**src/rtl/fifo_flush_pack_pkg.sv**
```systemverilog
// Shared types and helpers for the flushable packing FIFO.
// The FSM encoding keeps the legacy state numbering so existing debug captures still decode.
package fifo_flush_pack_pkg;

   typedef enum logic [1:0] {
      ST_IDLE  = 2'd0,
      ST_DRAIN = 2'd1,
      ST_DONE  = 2'd2
   } flush_state_e;

   function automatic int unsigned ptr_w(int unsigned depth);
      return $clog2(depth);
   endfunction

   function automatic int unsigned cnt_w(int unsigned depth);
      return $clog2(depth) + 1;
   endfunction

endpackage

```
**src/rtl/fifo_flush_pack_if.sv**
```systemverilog
// Write, flush, packed-read and status signals of the flushable packing FIFO.
// master = producer/consumer side, slave = the FIFO itself.
interface fifo_flush_pack_if #(
   parameter int DATA_W = 4,
   parameter int DEPTH  = 32,
   parameter int PACK   = 8
);
   localparam int CNT_W = $clog2(DEPTH) + 1;

   logic                     fifo_wr_valid_i;
   logic                     fifo_wr_ready_o;
   logic [DATA_W-1:0]        fifo_wr_data_i;
   logic                     fifo_flush_i;
   logic                     fifo_rd_valid_o;
   logic                     fifo_rd_ready_i;
   logic [PACK*DATA_W-1:0]   fifo_rd_data_o;
   logic [PACK-1:0]          fifo_rd_lanes_o;
   logic                     fifo_flush_busy_o;
   logic                     fifo_flush_done_o;
   logic                     fifo_empty_o;
   logic                     fifo_full_o;
   logic [CNT_W-1:0]         fifo_count_o;
   logic                     fifo_overflow_o;

   modport master (
      output fifo_wr_valid_i, fifo_wr_data_i, fifo_flush_i, fifo_rd_ready_i,
      input  fifo_wr_ready_o, fifo_rd_valid_o, fifo_rd_data_o, fifo_rd_lanes_o,
             fifo_flush_busy_o, fifo_flush_done_o, fifo_empty_o, fifo_full_o,
             fifo_count_o, fifo_overflow_o
   );

   modport slave (
      input  fifo_wr_valid_i, fifo_wr_data_i, fifo_flush_i, fifo_rd_ready_i,
      output fifo_wr_ready_o, fifo_rd_valid_o, fifo_rd_data_o, fifo_rd_lanes_o,
             fifo_flush_busy_o, fifo_flush_done_o, fifo_empty_o, fifo_full_o,
             fifo_count_o, fifo_overflow_o
   );
endinterface

```
**src/rtl/fifo_flush_pack_mem.sv**
```systemverilog
// DEPTH x DATA_W storage with one write port and PACK combinational read taps
// starting at rd_ptr_i (wrapping modulo DEPTH).
module fifo_flush_mem import fifo_flush_pack_pkg::*; #(
   parameter int DATA_W = 4,
   parameter int DEPTH  = 32,
   parameter int PACK   = 8
) (
   input  logic                          clk,
   input  logic                          we_i,
   input  logic [$clog2(DEPTH)-1:0]      wr_ptr_i,
   input  logic [DATA_W-1:0]             wr_data_i,
   input  logic [$clog2(DEPTH)-1:0]      rd_ptr_i,
   output logic [PACK-1:0][DATA_W-1:0]   taps_o
);
   localparam int PTR_W = $clog2(DEPTH);

   logic [DATA_W-1:0] mem_q [DEPTH];

   always_ff @(posedge clk) begin
      if (we_i) mem_q[wr_ptr_i] <= wr_data_i;
   end

   always_comb begin
      for (int unsigned k = 0; k < PACK; k++) begin
         taps_o[k] = mem_q[rd_ptr_i + PTR_W'(k)];
      end
   end
endmodule

```
**src/rtl/fifo_flush_pack.sv**
```systemverilog
// Flushable FIFO: stores DATA_W-bit entries and, on flush, drains the entries present
// at flush start as PACK-wide beats (padded final beat with a lane mask).
module fifo_flush_pack import fifo_flush_pack_pkg::*; #(
   parameter int                DATA_W  = 4,
   parameter int                DEPTH   = 32,
   parameter int                PACK    = 8,
   parameter logic [DATA_W-1:0] PAD_VAL = 4'hC
) (
   input  logic            clk,
   input  logic            reset,
   fifo_flush_pack_if.slave bus
);
   localparam int PTR_W = $clog2(DEPTH);
   localparam int CNT_W = PTR_W + 1;

   flush_state_e             state_q, state_d;
   logic [PTR_W-1:0]         wr_ptr_q, wr_ptr_d, rd_ptr_q, rd_ptr_d;
   logic [CNT_W-1:0]         count_q, count_d, rem_q, rem_d;
   logic                     rd_valid_q, rd_valid_d, overflow_q, overflow_d;
   logic [PACK*DATA_W-1:0]   rd_data_q, rd_data_d;
   logic [PACK-1:0]          rd_lanes_q, rd_lanes_d;
   logic [PACK-1:0][DATA_W-1:0] taps;
   logic                     full, push, accept, load;
   logic [CNT_W-1:0]         src, n;

   assign full   = (count_q == CNT_W'(DEPTH));
   assign push   = bus.fifo_wr_valid_i & ~full;
   assign accept = rd_valid_q & bus.fifo_rd_ready_i;

   fifo_flush_mem #(.DATA_W(DATA_W), .DEPTH(DEPTH), .PACK(PACK)) u_mem (
      .clk       (clk),
      .we_i      (push),
      .wr_ptr_i  (wr_ptr_q),
      .wr_data_i (bus.fifo_wr_data_i),
      .rd_ptr_i  (rd_ptr_q),
      .taps_o    (taps)
   );

   always_ff @(posedge clk or negedge reset) begin
      if (!reset) state_q <= ST_IDLE;
      else        state_q <= state_d;
   end

   always_comb begin
      state_d = state_q;
      unique case (state_q)
         ST_IDLE:  if (bus.fifo_flush_i) state_d = (count_q == '0) ? ST_DONE : ST_DRAIN;
         ST_DRAIN: if (accept && rem_q == '0) state_d = ST_DONE;
         ST_DONE:  state_d = ST_IDLE;
         default:  state_d = ST_IDLE;
      endcase
   end

   always_comb begin
      bus.fifo_flush_busy_o = (state_q != ST_IDLE);
      bus.fifo_flush_done_o = (state_q == ST_DONE);
   end

   // The flush snapshot is taken from count in IDLE and then tracked in rem;
   // entries leave storage at the load edge, not at the accept edge.
   always_comb begin
      load = ((state_q == ST_IDLE) && bus.fifo_flush_i && count_q != '0) ||
             ((state_q == ST_DRAIN) && accept && rem_q != '0);
      src  = (state_q == ST_IDLE) ? count_q : rem_q;
      n    = (src > CNT_W'(PACK)) ? CNT_W'(PACK) : src;

      wr_ptr_d   = push ? wr_ptr_q + 1'b1 : wr_ptr_q;
      rd_ptr_d   = rd_ptr_q;
      rem_d      = rem_q;
      rd_valid_d = rd_valid_q;
      rd_data_d  = rd_data_q;
      rd_lanes_d = rd_lanes_q;
      overflow_d = overflow_q | (bus.fifo_wr_valid_i & full);
      count_d    = count_q + CNT_W'(push) - (load ? n : '0);

      if (load) begin
         rd_ptr_d   = rd_ptr_q + PTR_W'(n);
         rem_d      = src - n;
         rd_valid_d = 1'b1;
         for (int unsigned k = 0; k < PACK; k++) begin
            rd_lanes_d[k]                   = (CNT_W'(k) < n);
            rd_data_d[k*DATA_W +: DATA_W]   = (CNT_W'(k) < n) ? taps[k] : PAD_VAL;
         end
      end else if (accept) begin
         rd_valid_d = 1'b0;
      end
   end

   always_ff @(posedge clk or negedge reset) begin
      if (!reset) begin
         wr_ptr_q   <= '0;
         rd_ptr_q   <= '0;
         count_q    <= '0;
         rem_q      <= '0;
         rd_valid_q <= 1'b0;
         rd_data_q  <= '0;
         rd_lanes_q <= '0;
         overflow_q <= 1'b0;
      end else begin
         wr_ptr_q   <= wr_ptr_d;
         rd_ptr_q   <= rd_ptr_d;
         count_q    <= count_d;
         rem_q      <= rem_d;
         rd_valid_q <= rd_valid_d;
         rd_data_q  <= rd_data_d;
         rd_lanes_q <= rd_lanes_d;
         overflow_q <= overflow_d;
      end
   end

   assign bus.fifo_wr_ready_o = ~full;
   assign bus.fifo_rd_valid_o = rd_valid_q;
   assign bus.fifo_rd_data_o  = rd_data_q;
   assign bus.fifo_rd_lanes_o = rd_lanes_q;
   assign bus.fifo_empty_o    = (count_q == '0);
   assign bus.fifo_full_o     = full;
   assign bus.fifo_count_o    = count_q;
   assign bus.fifo_overflow_o = overflow_q;
endmodule

```
**src/flat_wrapper.sv**
```systemverilog
// flat-port wrapper written by rule: the top's interface ports become plain ports
module fifo_flush_pack_flat import fifo_flush_pack_pkg::*;
#(
   parameter int                DATA_W  = 4,
   parameter int                DEPTH   = 32,
   parameter int                PACK    = 8,
   parameter logic [DATA_W-1:0] PAD_VAL = 4'hC
)
  (clk, reset, bus_fifo_wr_valid_i, bus_fifo_wr_data_i, bus_fifo_flush_i, bus_fifo_rd_ready_i, bus_fifo_wr_ready_o, bus_fifo_rd_valid_o, bus_fifo_rd_data_o, bus_fifo_rd_lanes_o, bus_fifo_flush_busy_o, bus_fifo_flush_done_o, bus_fifo_empty_o, bus_fifo_full_o, bus_fifo_count_o, bus_fifo_overflow_o);
  fifo_flush_pack_if #(.DATA_W(DATA_W), .DEPTH(DEPTH), .PACK(PACK)) bus_i ();
  input  logic clk;
  input  logic reset;
  input wire logic [$bits(bus_i.fifo_wr_valid_i)-1:0] bus_fifo_wr_valid_i;
  input wire logic [$bits(bus_i.fifo_wr_data_i)-1:0] bus_fifo_wr_data_i;
  input wire logic [$bits(bus_i.fifo_flush_i)-1:0] bus_fifo_flush_i;
  input wire logic [$bits(bus_i.fifo_rd_ready_i)-1:0] bus_fifo_rd_ready_i;
  output wire logic [$bits(bus_i.fifo_wr_ready_o)-1:0] bus_fifo_wr_ready_o;
  output wire logic [$bits(bus_i.fifo_rd_valid_o)-1:0] bus_fifo_rd_valid_o;
  output wire logic [$bits(bus_i.fifo_rd_data_o)-1:0] bus_fifo_rd_data_o;
  output wire logic [$bits(bus_i.fifo_rd_lanes_o)-1:0] bus_fifo_rd_lanes_o;
  output wire logic [$bits(bus_i.fifo_flush_busy_o)-1:0] bus_fifo_flush_busy_o;
  output wire logic [$bits(bus_i.fifo_flush_done_o)-1:0] bus_fifo_flush_done_o;
  output wire logic [$bits(bus_i.fifo_empty_o)-1:0] bus_fifo_empty_o;
  output wire logic [$bits(bus_i.fifo_full_o)-1:0] bus_fifo_full_o;
  output wire logic [$bits(bus_i.fifo_count_o)-1:0] bus_fifo_count_o;
  output wire logic [$bits(bus_i.fifo_overflow_o)-1:0] bus_fifo_overflow_o;
  assign bus_i.fifo_wr_valid_i = bus_fifo_wr_valid_i;
  assign bus_i.fifo_wr_data_i = bus_fifo_wr_data_i;
  assign bus_i.fifo_flush_i = bus_fifo_flush_i;
  assign bus_i.fifo_rd_ready_i = bus_fifo_rd_ready_i;
  assign bus_fifo_wr_ready_o = bus_i.fifo_wr_ready_o;
  assign bus_fifo_rd_valid_o = bus_i.fifo_rd_valid_o;
  assign bus_fifo_rd_data_o = bus_i.fifo_rd_data_o;
  assign bus_fifo_rd_lanes_o = bus_i.fifo_rd_lanes_o;
  assign bus_fifo_flush_busy_o = bus_i.fifo_flush_busy_o;
  assign bus_fifo_flush_done_o = bus_i.fifo_flush_done_o;
  assign bus_fifo_empty_o = bus_i.fifo_empty_o;
  assign bus_fifo_full_o = bus_i.fifo_full_o;
  assign bus_fifo_count_o = bus_i.fifo_count_o;
  assign bus_fifo_overflow_o = bus_i.fifo_overflow_o;
  fifo_flush_pack #(.DATA_W(DATA_W), .DEPTH(DEPTH), .PACK(PACK), .PAD_VAL(PAD_VAL)) u_core (.clk(clk), .reset(reset), .bus(bus_i));
endmodule
```
**config.mk**
```make
export PLATFORM = sky130hd
export DESIGN_NAME = fifo_flush_pack_flat
export DESIGN_NICKNAME = d
export VERILOG_FILES = /design/src/rtl/fifo_flush_pack_pkg.sv /design/src/rtl/fifo_flush_pack_if.sv /design/src/rtl/fifo_flush_pack_mem.sv /design/src/rtl/fifo_flush_pack.sv /design/src/flat_wrapper.sv
export SDC_FILE = /design/constraint.sdc
export NUM_CORES = 1
export LEC_CHECK = 0
export BUFFER_PORTS_ARGS = -buffer_cell sky130_fd_sc_hd__buf_2
export CORE_MARGIN = 2
export CORE_UTILIZATION = 40
export CTS_CLUSTER_DIAMETER = 200
export DETAILED_ROUTE_END_ITERATION = 8
export SLEW_MARGIN = 20
export SYNTH_ARGS = -nofsm -noshare
export SYNTH_HDL_FRONTEND = slang
export SYNTH_SLANG_ARGS = --single-unit
export TNS_END_PERCENT = 50
```
**constraint.sdc**
```tcl
create_clock -name clk -period 4.24 [get_ports clk]
set_input_delay 0.848 -clock clk [delete_from_list [all_inputs] [get_ports clk]]
set_output_delay 0.848 -clock clk [all_outputs]
set_load 0.03 [all_outputs]
```
==> results of run 1 <==
-- power by group through the flow --
stage / combinational (mW) / sequential, mW / clock, mW
after floorplan: 5.03 / 3.07 / 0
after global placement: 7.29 / 2.84 / 0
after detailed placement: 7.31 / 2.84 / 0
after CTS: 7.33 / 2.80 / 1.63
after global routing: 7.83 / 2.86 / 1.71
final: 7.39 / 2.80 / 1.60
-- flip-flops by register name, summed over array words and instances (netlist names) --
name                        count
u_core.bus.fifo_count_o         6
u_core.bus.fifo_overflow_o      1
u_core.bus.fifo_rd_data_o      32
u_core.bus.fifo_rd_lanes_o      8
u_core.bus.fifo_rd_valid_o      1
u_core.rd_ptr_q                 5
u_core.rem_q                    6
u_core.state_q                  2
u_core.u_mem.mem_q            128
u_core.wr_ptr_q                 5
-- layout by cell type (no fill, tap or decap), drive strengths merged, types with 4 or more instances in the layout --
cell type  synthesis  layout
mux4             182     182
edfxtp           128     128
nand2             95      95
buf               37      79
dfrtp             66      66
nor2              65      65
o21ai             34      34
inv               23      32
ha                28      28
xnor2             22      22
nand3             19      19
a21oi             18      18
clkbuf            18      18
mux2i             16      16
a21o               9       9
a31oi              9       9
nor3               6       6
nor2b              6       6
nand2b             6       6
xor2               6       6
clkinv             2       6
or3                4       4
a32o               4       4
-- worst max-delay path, stage by stage, from the launching register on --
cell and delay (ns):
dfrtp_4 0.58, inv_1 0.18, ha_2 0.67, buf_4 0.33, mux4_2 0.59, mux4_2 0.48
mux2i_1 0.17, a21oi_1 0.09
-- stage by stage --
step / setup WS [ns] / util [%] / total power [mW] / instances / hold WS (ns)
6_report: 0.9907 / 44.76 / 11.80 / 1304 / 0.4534
4_1_cts: 1.000 / 44.76 / 11.76 / 1304 / 0.4601
3_5_place_dp: 1.012 / 42.91 / 10.15 / 1272 / 0.4429
2_1_floorplan: 0.6359 / - / 8.102 / 852 / 0.4602
5_1_grt: 0.7907 / 44.76 / 12.40 / 1304 / 0.4766
3_3_place_gp: 1.036 / 42.91 / 10.12 / 1272 / 0.4408
-- worst paths after layout --
| kind | endpoint | slack, ns | startpoint |
|---|---|---|---|
| max in group asynchronous | u_core.rd_ptr_q[1] | 3.01 | reset |
| hold reg to reg | u_core.bus.fifo_overflow_o | 0.45 | u_core.bus.fifo_overflow_o |
| hold / removal | u_core.bus.fifo_overflow_o | 0.45 | u_core.bus.fifo_overflow_o |
| setup / recovery | u_core.bus.fifo_rd_data_o[23] | 0.99 | u_core.rd_ptr_q[1] |
| setup reg to reg | u_core.bus.fifo_rd_data_o[23] | 0.99 | u_core.rd_ptr_q[1] |
| min in group asynchronous | u_core.bus.fifo_count_o[3] | 0.54 | reset |
-- metal layers --
layer  global-route usage (%)  vias up
li1                         -     3496
met1                    33.13     4446
met2                    34.17      458
met3                    4.830       53
met4                    7.871        0
met5                        0        -
-- logic make-up after synthesis --
family	count (synthesis)
AO/OA/AOI/OAI	99
XOR/XNOR	28
adder cells (fa/ha/maj)	30
buffers and inverters	80
flip-flops	194
multiplexers	201
other	1
AND/OR/NAND/NOR	218
-- area by class of cell --
| type | count | area share [%] |
|---|---|---|
| Clock buffer | 18 | 3.134 |
| Tap cell | 396 | 3.618 |
| Multi-Input combinational cell | 578 | 47.94 |
| Sequential cell | 194 | 40.19 |
| Inverter | 25 | 0.6853 |
| Timing Repair Buffer | 79 | 3.417 |
| Clock inverter | 14 | 1.014 |
==> flow_metrics.py, run 1 <==
metrics = {
    "pwr": {
        "power.switching_mw": 5.272,
        "irDropWorstVdd_mv": 0.4227,
        "p_clk_share_pct": 13.6,
        "internal_power_mw": 6.528,
        "power.switching_fraction_pct": 44.68,
        "p_seq_share_pct": 23.8,
        "p_per_area_mw_per_mm2": 861.7,
        "p_comb_share_pct": 62.6,
        "p_leak_nw": 4.728,
    },
    "logic_synthesis": {
        "ys_seq_area_share_pct": 44.23,
        "syn_inst": 851,
        "netlist_area_mm2": 0.01243,
        "yosys_most_used_dff": "edfxtp_1",
        "synth_top_family_by_area": "multiplexers",
        "synth_xor_area_share_pct": 2.215,
        "yosys.area_share.simple_pct": 7.633,
        "yosysTopAreaCell": "mux4_2",
        "ys_top_cells_by_count": "mux4_2 (182), edfxtp_1 (128), nand2_1 (95)",
        "synth.most_common_cell": "mux4_2",
        "synthMuxAreaShare_pct": 34.55,
        "yosys_warnings": 0,
        "synth_top_area_share_pct": 32.99,
        "synthTopCellsByArea": "mux4_2 (33%), edfxtp_1 (31%), dfrtp_1 (13%), nand2_1 (2.9%), ha_1 (2.8%)",
        "synthDistinctLibCells": 58,
        "async_flop_share_pct": 34.02,
        "synth_compound_area_share_pct": 5.065,
        "synth-adder-area-share_pct": 3.142,
        "ys_seq_elements": 194,
        "syn_area_per_cell_um2": 14.60,
        "synth_edf_count": 128,
    },
    "detailed_routing": {
        "drc": 0,
        "met1_length_um": 14960,
        "initialDrtViolationCount": 1123,
        "post_drt_via_cell_ratio": 6.482,
        "firstDrtPassIters": 6,
        "dr_wl_met2_um": 16930,
        "routed_wl_um": 36140,
        "ant_nets": 0,
        "top_layer": "met4",
        "wl_per_cell_um": 27.71,
        "wl_met3_um": 3171,
        "vias": 8453,
    },
    "place": {
        "detailed_place.area_mm2": 0.01313,
        "gp_congestion": 0.9739,
        "dpl.hpwl_um": 27300,
        "io_buffer_count": 61,
    },
    "sta": {
        "finalCriticalPeriod_ns": 3.249,
        "grt_setup_unrepaired": "no",
        "tightest_slew_ns": 0.9635,
        "setup_viol": 0,
        "setup_tns_ns": 0,
        "fin_skew_ns": 0.02182,
        "hold_viol": 0,
        "slew_headroom_pct": 35.31,
        "min_period_over_period_pct": 76.63,
        "finalMaxSlewViolations": 0,
        "fmax_ghz": 0.3078,
    },
    "die": {
        "die_h_um": 180.3,
        "rows": 64,
        "initial_core_util_pct": 40.62,
        "die_x_um": 180.3,
        "core_mm2": 0.03059,
        "die-area_mm2": 0.03249,
        "boundaryPins": 62,
    },
    "cells_and_area": {
        "stdcell_area_mm2": 0.01369,
        "fin_nets": 934,
        "area_growth_pct": 10.20,
        "regArea_mm2": 0.005503,
        "fillers": 2765,
        "drive_gt1_share_pct": 34.03,
        "multi_input_area_mm2": 0.006565,
        "diodes": 0,
    },
    "critical_path": {
        "path_class": "flip-flop to flip-flop",
        "critPathRequiredTime_ns": 4.57,
        "reg2regPathDepth": 7,
        "cp-start-kind": "flip-flop",
        "cp_max_fo": 17,
        "crit_arrival_ns": 3.57,
        "worstSetupEndpointType": "flip-flop",
    },
    "clocking": {
        "cts-root-buf": "clkbuf_16",
        "ctsHoldBuffers": 0,
        "htree_levels": 4,
        "cts.sinks": 194,
        "ctsLongestPathBuffers": 2,
        "tritoncts": "done",
        "numCtsBuffers": 17,
        "cts_resized": 0,
        "postCtsSetupBuffers": 0,
        "clk_latency_ns": 0.46,
        "clk_pin_slew_ns": 0.08,
    },
    "global_route": {
        "grt_pass1_wl_um": 54820,
        "grt_start_max_net_pins": 135,
        "gr-total-overflow": 0,
        "grt_usage_pct": 22.79,
        "grt_pass1_vias": 8023,
        "antenna_found_initial": 0,
    },
    "worst_hold_path": {
        "whs_path_depth": 1,
        "hold_path_class": "flip-flop to flip-flop",
    },
    "run_status": {
        "outcome": "completed",
    },
    "job": {
        "drv_cap": 0,
    },
}
(Power assumes the default switching activity.)
==> run 2, diff against run 1 <==
- ABC_AREA: default -> 1
- clock period: 4.24 -> 2.69 ns (I/O delays scaled with it)
==> run 2 against run 1 <==
  * Final area is 9.6% higher
  * Synthesized cell count is 110% higher
  * Sequential share of layout area is 3.5 points lower
  * Highest routed layer unchanged
  * Flip-flop and latch count stayed put
==> flow_metrics.py, run 2 <==
metrics = {
    "detailed_routing": {
        "drc": 0,
        "firstDrtPassIters": 6,
        "routed_wl_um": 44850,
        "post_drt_via_cell_ratio": 5.329,
        "vias": 12420,
        "wl_per_cell_um": 19.24,
        "initialDrtViolationCount": 1463,
        "ant_nets": 0,
    },
    "global_route": {
        "grt_usage_pct": 26.93,
        "grt_pass1_vias": 11510,
        "gr-total-overflow": 0,
        "antenna_found_initial": 0,
        "grt_pass1_wl_um": 68010,
        "grt_start_max_net_pins": 86,
    },
    "sta": {
        "fmax_ghz": 0.3886,
        "tightest_slew_ns": 0.9510,
        "setup_viol": 0,
        "fin_skew_ns": 0.01072,
        "slew_headroom_pct": 36.60,
        "grt_setup_unrepaired": "yes",
        "finalMaxSlewViolations": 0,
        "hold_viol": 0,
        "setup_tns_ns": 0,
        "min_period_over_period_pct": 95.66,
        "finalCriticalPeriod_ns": 2.573,
    },
    "logic_synthesis": {
        "ys_top_cells_by_count": "nand2_1 (677), nand3_1 (287), edfxtp_1 (128)",
        "yosys_warnings": 0,
        "synth_compound_area_share_pct": 9.508,
        "synthDistinctLibCells": 45,
        "yosys_most_used_dff": "edfxtp_1",
        "netlist_area_mm2": 0.01303,
        "ys_seq_area_share_pct": 42.18,
        "synthTopCellsByArea": "edfxtp_1 (30%), nand2_1 (20%), dfrtp_1 (13%), nand3_1 (11%), o21ai_0 (4.0%)",
        "synth_edf_count": 128,
        "syn_area_per_cell_um2": 7.262,
        "synthMuxAreaShare_pct": 0,
        "async_flop_share_pct": 34.02,
        "synth_xor_area_share_pct": 1.681,
        "synth_top_area_share_pct": 29.50,
        "synth-adder-area-share_pct": 2.997,
        "yosysTopAreaCell": "edfxtp_1",
        "yosys.area_share.simple_pct": 36.28,
        "ys_seq_elements": 194,
        "syn_inst": 1794,
        "synth_top_family_by_area": "simple AND/OR/NAND/NOR gates",
        "synth.most_common_cell": "nand2_1",
    },
    "cells_and_area": {
        "largest-register": "u_core.u_mem.mem_q",
        "final_common_cell": "nand2_1",
        "fin_cells": 2331,
        "drive_gt1_share_pct": 15.88,
        "largest_register_ffs": 128,
        "fillers": 3252,
        "final_cell_mix": "nand2_1 (670), nand3_1 (286), edfxtp_1 (128), o21ai_0 (105), inv_1 (104)",
        "fin_nets": 1915,
        "diodes": 0,
        "area_growth_pct": 15.23,
        "stdcell_area_mm2": 0.01501,
    },
    "job": {
        "drv_cap": 0,
    },
    "die": {
        "rows": 66,
        "die_x_um": 184.5,
        "boundaryPins": 62,
        "die_h_um": 184.5,
        "core_mm2": 0.03229,
        "initial_core_util_pct": 40.35,
        "die-area_mm2": 0.03403,
    },
    "clocking": {
        "htree_levels": 4,
        "ctsLongestPathBuffers": 2,
        "cts-root-buf": "clkbuf_16",
        "tritoncts": "done",
        "cts.sinks": 194,
        "clk_pin_slew_ns": 0.08,
        "numCtsBuffers": 17,
        "clk_latency_ns": 0.47,
    },
    "critical_path": {
        "path_class": "flip-flop to flip-flop",
        "slowest_stage": "dfrtp_2",
        "worstSetupEndpointType": "flip-flop",
        "critical-path-max-stage-delay_ns": 0.47,
        "cp_max_fo": 5,
        "crit_path_cell_trace": "nor2_4 > buf_6 > o21ai_4 > nor2_4 > nand2_4 > nor2_4 > nand2_2 > ha_4 > ha_4 > a21oi_2 > and2_4 > inv_1 > a21oi_2 > nor2_1 > nor2_1 > xor2_1",
        "critical_path.most_common_cell": "nor2_4",
        "critPathRequiredTime_ns": 3.08,
        "crit_arrival_ns": 2.97,
        "cp-start-kind": "flip-flop",
    },
    "place": {
        "io_buffer_count": 61,
        "placed_cells": 2292,
        "gp_congestion": 0.9992,
        "dpl.hpwl_um": 33480,
        "detailed_place.area_mm2": 0.01419,
    },
    "worst_hold_path": {
        "hold_path_class": "input port to async pin",
    },
    "run_status": {
        "outcome": "completed",
    },
}
## run 2: cell count changes after synthesis, moves of 66 or more
| cell | change |
|---|---|
| nand3_1 | +268 |
| o21ai_0 | +85 |
| nand2_1 | +582 |
| o21ai_1 | +66 |
| mux4_2 | -182 |
| inv_1 | +85 |
## run 2: routing by layer
layer / share of wire, % / GRT usage [%]
met5: 0 / 0
met4: 2.9 / 9.056
met3: 5.8 / 3.596
met2: 46 / 43.07
met1: 45 / 37.60
## run 2: logic make-up (layout without fill, tap and decap cells)
logic type / Yosys count / in the layout
AOI/OAI and AO/OA: 229 / 229
xor gates and xnor gates: 19 / 19
adders and majority gates: 30 / 30
buffers and inverters: 216 / 309
DFF: 194 / 194
other: 1 / 2
and+or+nand+nor: 1105 / 1106
## run 2: path summary, 6_finish.rpt
check | start | to | slack, ns | cells past startpoint
hold reg to reg | u_core.bus.fifo_overflow_o | u_core.bus.fifo_overflow_o | 0.47 | 1
setup reg to reg | u_core.state_q[1] | u_core.bus.fifo_count_o[5] | 0.12 | 16
max in group asynchronous | reset | u_core.rd_ptr_q[0] | 1.78 | 1
hold / removal | reset | u_core.bus.fifo_rd_data_o[21] | 0.19 | 1
min in group clk | bus_fifo_rd_ready_i | u_core.bus.fifo_rd_valid_o | 0.28 | 2
setup / recovery | u_core.state_q[1] | u_core.bus.fifo_count_o[5] | 0.12 | 16
## run 2: final cells by class
class                      count  area [µm²]  area share (%)
multi-input combinational   1386        6731           44.84
timing repair buffer         156        1155           7.693
tap                          442       553.0           3.684
inverter                     121       457.9           3.051
clock buffer                  17       425.4           2.834
clock inverter                15       178.9           1.192
sequential                   194        5510           36.71
## run 2: timing repair
action	CTS	global route
cloned	1	1
setup endpoints to repair	1	6
pin swaps	1	11
hold buffers	0	0
hold endpoints to repair	0	0
setup buffers	0	5
gates resized for setup	0	33
## run 2: critical path: cells and delay by family (launching register included)
kind / cells / cell delay (ns)
fa+ha+maj: 2 / 0.49
flops: 1 / 0.47
simple gates: 8 / 0.93
compound gates: 3 / 0.30
buf+inv: 2 / 0.17
xor+xnor: 1 / 0.14
## run 2: per-stage QoR
stage | util (%) | hold slack [ns] | setup slack [ns]
2_1_floorplan | - | 0.2424 | -0.02270
3_3_place_gp | 43.95 | 0.4386 | 0.04122
3_5_place_dp | 43.95 | 0.4445 | 0.005161
4_1_cts | 45.84 | 0.2158 | 0.02582
5_1_grt | 46.49 | 0.2589 | -0.04908
6_report | 46.49 | 0.1949 | 0.1168
Power of run 2 is left out: the tool's default activity adds up to more than one toggle a clock period on the data nets, which glitch-free logic cannot reach.
==> run 3, diff against run 2 <==
- CORE_UTILIZATION: 40 -> 57
- PLACE_DENSITY: default -> 0.78
==> run 3 against run 2 <==
  * The run now ends with DRC left
  * Flip-flop and latch count did not move
  * Non-clock buffer count fell by 23
  * Clock skew rose by 0.0037 ns
  * Worst hold slack got worse by 0.091 ns
  * Global-route usage rose by 8.6 points
  * Fmax rose by 0.35%
  * Register-to-register slack barely moved
  * Clock-buffer cell count did not move
  * Largest cell class unchanged
  * Highest routed layer unchanged
==> flow_metrics.py, run 3 (synthesized netlist as in run 2, its figures left out) <==
metrics = {
    "detailed_routing": {
        "wl_per_cell_um": 19.68,
        "routed_wl_um": 42330,
        "drc": 3,
        "firstDrtPassIters": 9,
        "initialDrtViolationCount": 1613,
        "vias": 12640,
        "post_drt_via_cell_ratio": 5.875,
        "ant_nets": 0,
    },
    "place": {
        "dpl.hpwl_um": 31400,
        "placed_cells": 2112,
        "gp_congestion": 1.054,
        "io_buffer_count": 61,
        "detailed_place.area_mm2": 0.01380,
    },
    "critical_path": {
        "slowest_stage": "dfrtp_2",
        "r2r-start": "u_core.state_q[1]",
        "cp_top_family": "adder cells",
        "r2r_end": "u_core.bus.fifo_count_o[4]",
        "cp-start-kind": "flip-flop",
        "critical_path.most_common_cell": "nor2_4",
        "endpoint": "u_core.bus.fifo_count_o[4]",
        "crit_arrival_ns": 2.91,
        "crit_cells": 15,
        "worstSetupEndpointType": "flip-flop",
        "r2r_slack_ns": 0.13,
        "cp-startpoint": "u_core.state_q[1]",
        "path_class": "flip-flop to flip-flop",
        "crit_path_cell_trace": "nor2_4 > o21ai_4 > nor2_4 > nand2_4 > inv_4 > nand2_2 > nor2_2 > ha_2 > inv_2 > ha_4 > inv_1 > fa_2 > nor2_1 > a211oi_1 > xor2_1",
        "critical_path_buf_inv_count": 3,
        "critPathRequiredTime_ns": 3.03,
        "critical-path-max-stage-delay_ns": 0.47,
        "cp_max_fo": 5,
        "reg2regPathDepth": 15,
    },
    "global_route": {
        "grt_start_max_net_pins": 82,
        "antenna_found_initial": 0,
        "grt_usage_pct": 35.48,
        "grt_pass1_vias": 11480,
        "gr-total-overflow": 0,
        "grt_pass1_wl_um": 64850,
    },
    "sta": {
        "setup_viol": 0,
        "finalMaxSlewViolations": 0,
        "grt_setup_unrepaired": "yes",
        "finalCriticalPeriod_ns": 2.564,
        "slew_headroom_pct": 49.10,
        "min_period_over_period_pct": 95.32,
        "fmax_ghz": 0.3900,
        "fin_skew_ns": 0.01442,
        "hold_viol": 0,
        "setup_tns_ns": 0,
        "tightest_slew_ns": 0.7556,
    },
    "job": {
        "drv_cap": 0,
    },
    "cells_and_area": {
        "fin_cells": 2151,
        "stdcell_area_mm2": 0.01463,
        "largest-register": "u_core.u_mem.mem_q",
        "final_common_cell": "nand2_1",
        "drive_gt1_share_pct": 15.01,
        "postLayoutCoreUtil_pct": 64.83,
        "largest_register_ffs": 128,
        "final_cell_mix": "nand2_1 (669), nand3_1 (285), edfxtp_1 (128), o21ai_0 (105), inv_1 (102)",
        "diodes": 0,
        "area_growth_pct": 12.33,
        "fin_nets": 1892,
    },
    "clocking": {
        "clk_pin_slew_ns": 0.09,
        "htree_levels": 4,
        "clk_latency_ns": 0.46,
        "ctsLongestPathBuffers": 2,
        "cts.sinks": 194,
        "cts-root-buf": "clkbuf_16",
        "ctsHoldBuffers": 0,
        "numCtsBuffers": 17,
        "tritoncts": "done",
    },
    "die": {
        "core_mm2": 0.02257,
        "initial_core_util_pct": 57.72,
        "boundaryPins": 62,
        "die_h_um": 155.2,
        "die-area_mm2": 0.02408,
        "rows": 55,
        "die_x_um": 155.2,
    },
    "worst_hold_path": {
        "hold_path_class": "input port to async pin",
    },
    "run_status": {
        "violations": "DRC",
        "outcome": "finished with violations",
    },
}
[run 3: cell types whose count changed in the layout (fill, tap and decap cells not counted), moves of 2 or more]
cell    before  now
buf_12       9    7
buf_4       85   66
inv_1      104  102
inv_12       2    5
inv_2       13   15
inv_8        3    1
[run 3: how the worst min path moves through the flow]
stage                                               end  slack (ns)  depth (start not counted)
after floorplan              u_core.bus.fifo_count_o[0]        0.24                          0
after global placement       u_core.bus.fifo_overflow_o        0.45                          1
after detailed placement     u_core.bus.fifo_overflow_o        0.45                          1
after CTS                 u_core.bus.fifo_rd_data_o[22]        0.12                          1
after global routing      u_core.bus.fifo_rd_data_o[23]        0.15                          1
final                     u_core.bus.fifo_rd_data_o[23]        0.10                          1
[run 3: cell type report]
cell class              count  area (µm²)
inverters                 121       457.9
clock inverters            15       209.0
fillers                  1979        7938
repair buffers            133       935.9
well taps                 285       356.6
flip-flops and latches    194        5510
clock buffers              17       425.4
multi-input cells        1386        6739
[run 3: routing by layer]
| layer | vias up | GRT usage, % | share of wire (%) |
|---|---|---|---|
| met3 | 95 | 5.181 | 9.5 |
| met2 | 684 | 55.09 | 45 |
| met4 | 0 | 13.63 | 3.6 |
| met1 | 5829 | 50.66 | 42 |
| li1 | 6030 | - | - |
| met5 | - | 0 | 0 |
[run 3: per-stage QoR]
stage | worst slack, ns | hold WS [ns]
after global placement | 0.06294 | 0.4491
after floorplan | -0.02270 | 0.2424
after global routing | -0.05304 | 0.1522
after detailed placement | -0.006391 | 0.4513
final | 0.1259 | 0.1041
after CTS | 0.03304 | 0.1216
[run 3: what timing repair did]
item | 4_1_cts | 5_1_grt
resized for setup | 0 | 34
pin swaps | 1 | 14
cloned | 1 | 0
setup buffers | 0 | 6
setup endpoints to repair | 1 | 3
Power of run 3 is left out for the same reason.
